<file path="src/rtl/bounce_decoder_if.sv">
// Pattern-word bus for the bounce decoder: the producer drives vld/pat, the
// decoder returns the decoded position, direction, lock state and event counters.
interface bounce_decoder_if #(
  parameter int unsigned N             = 8,
  parameter int unsigned COUNTER_WIDTH = 8,
  parameter int unsigned PW            = $clog2(N)
) ();

  logic                     vld;
  logic [N-1:0]             pat;
  logic [PW-1:0]            pos;
  logic                     dir;
  logic                     locked;
  logic                     tc_det;
  logic                     err_onehot;
  logic                     err_step;
  logic [COUNTER_WIDTH-1:0] period_count;
  logic [COUNTER_WIDTH-1:0] err_count;

  modport master (
    output vld, pat,
    input  pos, dir, locked, tc_det, err_onehot, err_step, period_count, err_count
  );

  modport slave (
    input  vld, pat,
    output pos, dir, locked, tc_det, err_onehot, err_step, period_count, err_count
  );

endinterface

</file>
<file path="src/rtl/bounce_decoder.sv">
// Bounce decoder: tracks a single set bit sweeping back and forth across an
// N-bit word (N-1 down to 0 and back), flags illegal words and counts periods.
module bounce_decoder #(
  parameter int unsigned N             = 8,
  parameter int unsigned COUNTER_WIDTH = 8,
  parameter int unsigned PW            = $clog2(N)
) (
  input logic              clk,
  input logic              rstna,
  bounce_decoder_if.slave  bus
);

  typedef enum logic [1:0] {StIdle, StAcquire, StLocked} state_e;

  localparam logic [N-1:0]  PatOne = N'(1);
  localparam logic [PW-1:0] PosMax = PW'(N - 1);

  state_e                   state_q;
  logic [PW-1:0]            pos_q;
  logic                     dir_q;
  logic                     locked_q;
  logic                     tc_q;
  logic                     err_onehot_q;
  logic                     err_step_q;
  logic [COUNTER_WIDTH-1:0] period_q;
  logic [COUNTER_WIDTH-1:0] err_cnt_q;

  logic                     onehot;
  logic [PW-1:0]            new_pos;
  logic [PW:0]              new_ext;
  logic [PW:0]              pos_up;
  logic [PW:0]              pos_dn;
  logic                     adjacent;
  logic                     on_track;
  logic [COUNTER_WIDTH-1:0] err_cnt_inc;

  // Decode the incoming word and precompute neighbour positions. Positions are
  // compared one bit wider so that pos-1 at position 0 can never match a word.
  always_comb begin
    onehot  = (bus.pat != '0) && ((bus.pat & (bus.pat - PatOne)) == '0);
    new_pos = '0;
    for (int unsigned i = 0; i < N; i++) begin
      if (bus.pat[i]) new_pos = PW'(i);
    end
    new_ext     = {1'b0, new_pos};
    pos_up      = {1'b0, pos_q} + 1'b1;
    pos_dn      = {1'b0, pos_q} - 1'b1;
    adjacent    = (new_ext == pos_up) || (new_ext == pos_dn);
    on_track    = (new_ext == (dir_q ? pos_dn : pos_up));
    err_cnt_inc = (err_cnt_q == '1) ? err_cnt_q : err_cnt_q + COUNTER_WIDTH'(1);
  end

  // Sequence FSM with all outputs registered; pulses default low every cycle.
  always_ff @(posedge clk or negedge rstna) begin
    if (!rstna) begin
      state_q      <= StIdle;
      pos_q        <= '0;
      dir_q        <= 1'b1;
      locked_q     <= 1'b0;
      tc_q         <= 1'b0;
      err_onehot_q <= 1'b0;
      err_step_q   <= 1'b0;
      period_q     <= '0;
      err_cnt_q    <= '0;
    end else begin
      tc_q         <= 1'b0;
      err_onehot_q <= 1'b0;
      err_step_q   <= 1'b0;
      if (bus.vld) begin
        if (!onehot) begin
          // Malformed word wins over any sequence error; position is kept.
          err_onehot_q <= 1'b1;
          err_cnt_q    <= err_cnt_inc;
          locked_q     <= 1'b0;
          state_q      <= StIdle;
        end else begin
          unique case (state_q)
            StIdle: begin
              pos_q    <= new_pos;
              locked_q <= 1'b0;
              state_q  <= StAcquire;
            end
            StAcquire: begin
              pos_q <= new_pos;
              if (adjacent) begin
                dir_q    <= (new_pos < pos_q);
                locked_q <= 1'b1;
                state_q  <= StLocked;
              end
            end
            StLocked: begin
              pos_q <= new_pos;
              if (on_track) begin
                if (new_pos == '0) begin
                  dir_q    <= 1'b0;
                  tc_q     <= 1'b1;
                  period_q <= period_q + COUNTER_WIDTH'(1);
                end else if (new_pos == PosMax) begin
                  dir_q <= 1'b1;
                end
              end else begin
                err_step_q <= 1'b1;
                err_cnt_q  <= err_cnt_inc;
                locked_q   <= 1'b0;
                state_q    <= StAcquire;
              end
            end
            default: state_q <= StIdle;
          endcase
        end
      end
    end
  end

  assign bus.pos          = pos_q;
  assign bus.dir          = dir_q;
  assign bus.locked       = locked_q;
  assign bus.tc_det       = tc_q;
  assign bus.err_onehot   = err_onehot_q;
  assign bus.err_step     = err_step_q;
  assign bus.period_count = period_q;
  assign bus.err_count    = err_cnt_q;

endmodule

</file>
<file path="src/flat_wrapper.sv">
// flat-port wrapper written by rule: the top's interface ports become plain ports
module bounce_decoder_flat 
#(
  parameter int unsigned N             = 8,
  parameter int unsigned COUNTER_WIDTH = 8,
  parameter int unsigned PW            = $clog2(N)
)
  (clk, rstna, bus_vld, bus_pat, bus_pos, bus_dir, bus_locked, bus_tc_det, bus_err_onehot, bus_err_step, bus_period_count, bus_err_count);
  bounce_decoder_if #(.N(N), .COUNTER_WIDTH(COUNTER_WIDTH), .PW(PW)) bus_i ();
  input logic clk;
  input logic rstna;
  input wire logic [$bits(bus_i.vld)-1:0] bus_vld;
  input wire logic [$bits(bus_i.pat)-1:0] bus_pat;
  output wire logic [$bits(bus_i.pos)-1:0] bus_pos;
  output wire logic [$bits(bus_i.dir)-1:0] bus_dir;
  output wire logic [$bits(bus_i.locked)-1:0] bus_locked;
  output wire logic [$bits(bus_i.tc_det)-1:0] bus_tc_det;
  output wire logic [$bits(bus_i.err_onehot)-1:0] bus_err_onehot;
  output wire logic [$bits(bus_i.err_step)-1:0] bus_err_step;
  output wire logic [$bits(bus_i.period_count)-1:0] bus_period_count;
  output wire logic [$bits(bus_i.err_count)-1:0] bus_err_count;
  assign bus_i.vld = bus_vld;
  assign bus_i.pat = bus_pat;
  assign bus_pos = bus_i.pos;
  assign bus_dir = bus_i.dir;
  assign bus_locked = bus_i.locked;
  assign bus_tc_det = bus_i.tc_det;
  assign bus_err_onehot = bus_i.err_onehot;
  assign bus_err_step = bus_i.err_step;
  assign bus_period_count = bus_i.period_count;
  assign bus_err_count = bus_i.err_count;
  bounce_decoder #(.N(N), .COUNTER_WIDTH(COUNTER_WIDTH), .PW(PW)) u_core (.clk(clk), .rstna(rstna), .bus(bus_i));
endmodule
</file>
<file path="config.mk">
export PLATFORM = sky130hd
export DESIGN_NAME = bounce_decoder_flat
export DESIGN_NICKNAME = d
export VERILOG_FILES = /design/src/rtl/bounce_decoder_if.sv /design/src/rtl/bounce_decoder.sv /design/src/flat_wrapper.sv
export SDC_FILE = /design/constraint.sdc
export NUM_CORES = 1
export LEC_CHECK = 0
export ABC_AREA = 1
export ABC_CLOCK_PERIOD_IN_PS = 3100
export BUFFER_PORTS_ARGS = -buffer_cell sky130_fd_sc_hd__buf_4
export CAP_MARGIN = 20
export CORE_ASPECT_RATIO = 0.5
export CORE_MARGIN = 10
export CORE_UTILIZATION = 42
export CTS_CLUSTER_SIZE = 25
export DETAILED_ROUTE_END_ITERATION = 12
export HOLD_SLACK_MARGIN = 0.03
export SETUP_SLACK_MARGIN = 0.05
export SLEW_MARGIN = 40
export SYNTH_ARGS = -nofsm -noshare
export SYNTH_HDL_FRONTEND = slang
export SYNTH_SLANG_ARGS = --single-unit
</file>
<file path="constraint.sdc">
create_clock -name clk -period 3.1 [get_ports clk]
set_clock_uncertainty 0.2 [all_clocks]
set_input_delay 0.155 -clock clk [delete_from_list [all_inputs] [get_ports clk]]
set_output_delay 0.155 -clock clk [all_outputs]
set_load 0.005 [all_outputs]
</file>
==> metrics <==
GRT overflow 0; H-tree depth 1; most frequent cell after synthesis nand2_1; Synth Register Bits 26; max-slew violations 0; CTS clk-pin slew, worst paths 100 ps; Placer Congestion 0.852; Syn Nets 284; worst relative slew slack 0.745; Startpoint Class register; sequential-to-total area share from yosys stat 0.327; Yosys top cell area share 0.313; worst path arrival time 2430 ps; Switch Pwr 0.000359 W; Post-synth EDFFs 0; Post-Synthesis Cells 261; Post-Syn Area 2000 sq um; drt drc 0; largest net degree at the start of global routing 27; Avg WL per Cell 12.0 um; Die ar. 8080 sq um; leakage 1.21 nW; DRT iter0 DRCs 89; YS warnings 0; Die Width 117 um; initial antenna violation count 0; floorplan row count 17; period utilization 0.794; fraction of layout cells with a size suffix above 1 0.246; Cell Pwr Density 448 nW/um^2; RSZ-0062 raised after global routing false; via count of the first global-routing pass 1579; CTS tree done; clock tree sinks 26; I/O Buffers 34; antenna fix cells 0; Yosys cell types 34; Final #Nets 321; area of the core 4490 sq um; crit end category register; Comb pwr share 0.325; Die H 68.7 um; critical path class register to register; Final setup viols 0; area of the multi-input gates 1180 sq um; area leader, netlist dfrtp_1; Fin Setup TNS 0 ps; final cell utilization of the core 0.532; Sequential Power Share 0.402; Pre-antenna DRT Iters 4; Worst-Margin Slew 382 ps; synth cell count leaders nand2_1 (71), nand3_1 (29), inv_1 (26), dfrtp_1 (25), nor2_1 (17); IO Count 35; Routed Antenna Nets 0; DPL Wire Length 3.45 mm; ranking of synthesized cells by area dfrtp_1 (31%), nand2_1 (13%), ha_1 (7.5%); Post-Route WL 4.35 mm; clock share of power 0.273; fillers 451; highest clock rate 0.406 GHz; TritonCTS Buffers 3; total of max-cap violations 0; CTS root buf clkbuf_8; clock buffer depth 2; # resized after CTS 0; Via density 4.72; Syn-to-layout area delta 19.6%; via count 1712; global-route wire length before repair 7.38 mm; Final Critical Period 2460 ps; clk_lat worst skew 280 ps; number of setup buffers added after CTS 0; CP Max Fanout 15; Synth Area per Inst 7.65 sq um; Starting Density 0.445; worst path required time 3070 ps; dominant synthesized flop cell dfrtp_1; status finished clean; Hold Fails Final Rpt 0; Hold Path Class primary input to register; asr flop ratio synth 1.00; Worst IR Drop VDD 173 uV; GRT Overall Usage 0.108; FF+latch area 652 sq um; switch share 0.336; Int Power 0.000709 W
-- sequential cells by signal, summed over array words and instances, names as in the netlist --
register and flops:
u_core.bus.dir 1, u_core.bus.err_count 8, u_core.bus.err_onehot 1, u_core.bus.err_step 1
u_core.bus.locked 1, u_core.bus.period_count 8, u_core.bus.pos 3, u_core.bus.tc_det 1
u_core.state_q 2
-- worst max-delay path, cell delays in order (launching register included) --
cell and delay [ps]:
dfrtp_1 470, inv_1 110, ha_1 360, nand2_1 90, clkinv_1 50, nor2_1 110
inv_1 50, nand2_1 60, nand2_1 50, inv_2 60, nand3_4 100, nor2_8 140
nand4_4 260, nand2_1 170, o21ai_2 60
-- through the flow --
stage | instance area [sq um] | total power, W | hold slack, ps | cells | setup slack (ps)
after global routing | 2390 | 0.00114 | 108 | 363 | 434
after global placement | 2290 | 0.000778 | -106 | 357 | 743
final | 2390 | 0.00107 | 62.1 | 363 | 639
after detailed placement | 2290 | 0.000785 | -107 | 357 | 643
after CTS | 2390 | 0.00108 | 64.8 | 363 | 622
after floorplan | 2000 | 0.000669 | -341 | 261 | 881
-- cell type report --
type | instances | area share
clock inverters | 1 | 0.0126
repair buffers | 36 | 0.115
clock buffers | 3 | 0.0173
well taps | 66 | 0.0346
inverters | 34 | 0.0535
flip-flops and latches | 26 | 0.273
multi-input cells | 197 | 0.493
-- power by group through the flow --
stage | Clock (W) | Sequential (W) | Combinational [W]
5_1_grt | 0.000313 | 0.000437 | 0.000393
3_3_place_gp | 0 | 0.000433 | 0.000344
4_1_cts | 0.000299 | 0.000429 | 0.000353
3_5_place_dp | 0 | 0.000435 | 0.000350
6_report | 0.000292 | 0.000429 | 0.000347
2_1_floorplan | 0 | 0.000426 | 0.000243
-- metal layers --
metal | global-route usage | vias to the layer above | share of wire
li1 | - | 915 | -
met1 | 0.146 | 756 | 0.54
met2 | 0.174 | 39 | 0.42
met4 | 0.0321 | 0 | 0.0078
met3 | 0.0219 | 2 | 0.036
met5 | 0 | - | 0
-- final timing paths --
kind,from,endpoint,slack (ps),depth (start not counted)
setup / recovery,u_core.bus.pos[0],u_core.bus.period_count[7],640,14
min in group asynchronous,rstna,u_core.bus.pos[0],120,2
hold reg to reg,u_core.bus.locked,u_core.bus.locked,290,2
hold / removal,bus_pat[6],u_core.bus.pos[0],60,4
max in group asynchronous,rstna,u_core.bus.dir,2260,2
setup reg to reg,u_core.bus.pos[0],u_core.bus.period_count[7],640,14
-- repair_timing --
item / 4_1_cts / 5_1_grt
endpoints found under the setup margin: 0 / 0
hold endpoints to repair: 28 / 0
hold buffers: 2 / 0
-- cells in the final DEF, fill, tap and decap left out, drive strengths merged --
master | Yosys | layout
nand2 | 79 | 79
buf | 4 | 34
nand3 | 33 | 33
inv | 33 | 33
dfrtp | 25 | 25
nor2 | 22 | 22
o21ai | 17 | 17
ha | 12 | 12
xnor2 | 9 | 9
nand4 | 7 | 7
xor2 | 5 | 5
nor3 | 3 | 3
clkbuf | 0 | 3
o21bai | 2 | 2
a21oi | 2 | 2
dlygate4sd3 | 0 | 2
or2 | 2 | 2
o211ai | 1 | 1
mux2i | 1 | 1
clkinv | 1 | 1
nor3b | 1 | 1
nand3b | 1 | 1
bufinv | 0 | 1
dfstp | 1 | 1
-- kinds of logic after synthesis --
group / count (synthesis) / synth area share
compound gates: 22 / 0.0740
xor+xnor: 14 / 0.0614
fa+ha+maj: 12 / 0.0752
buf+inv: 38 / 0.0834
flops: 26 / 0.327
mux: 1 / 0.00502
simple gates: 148 / 0.374
(Power assumes the default switching activity.)
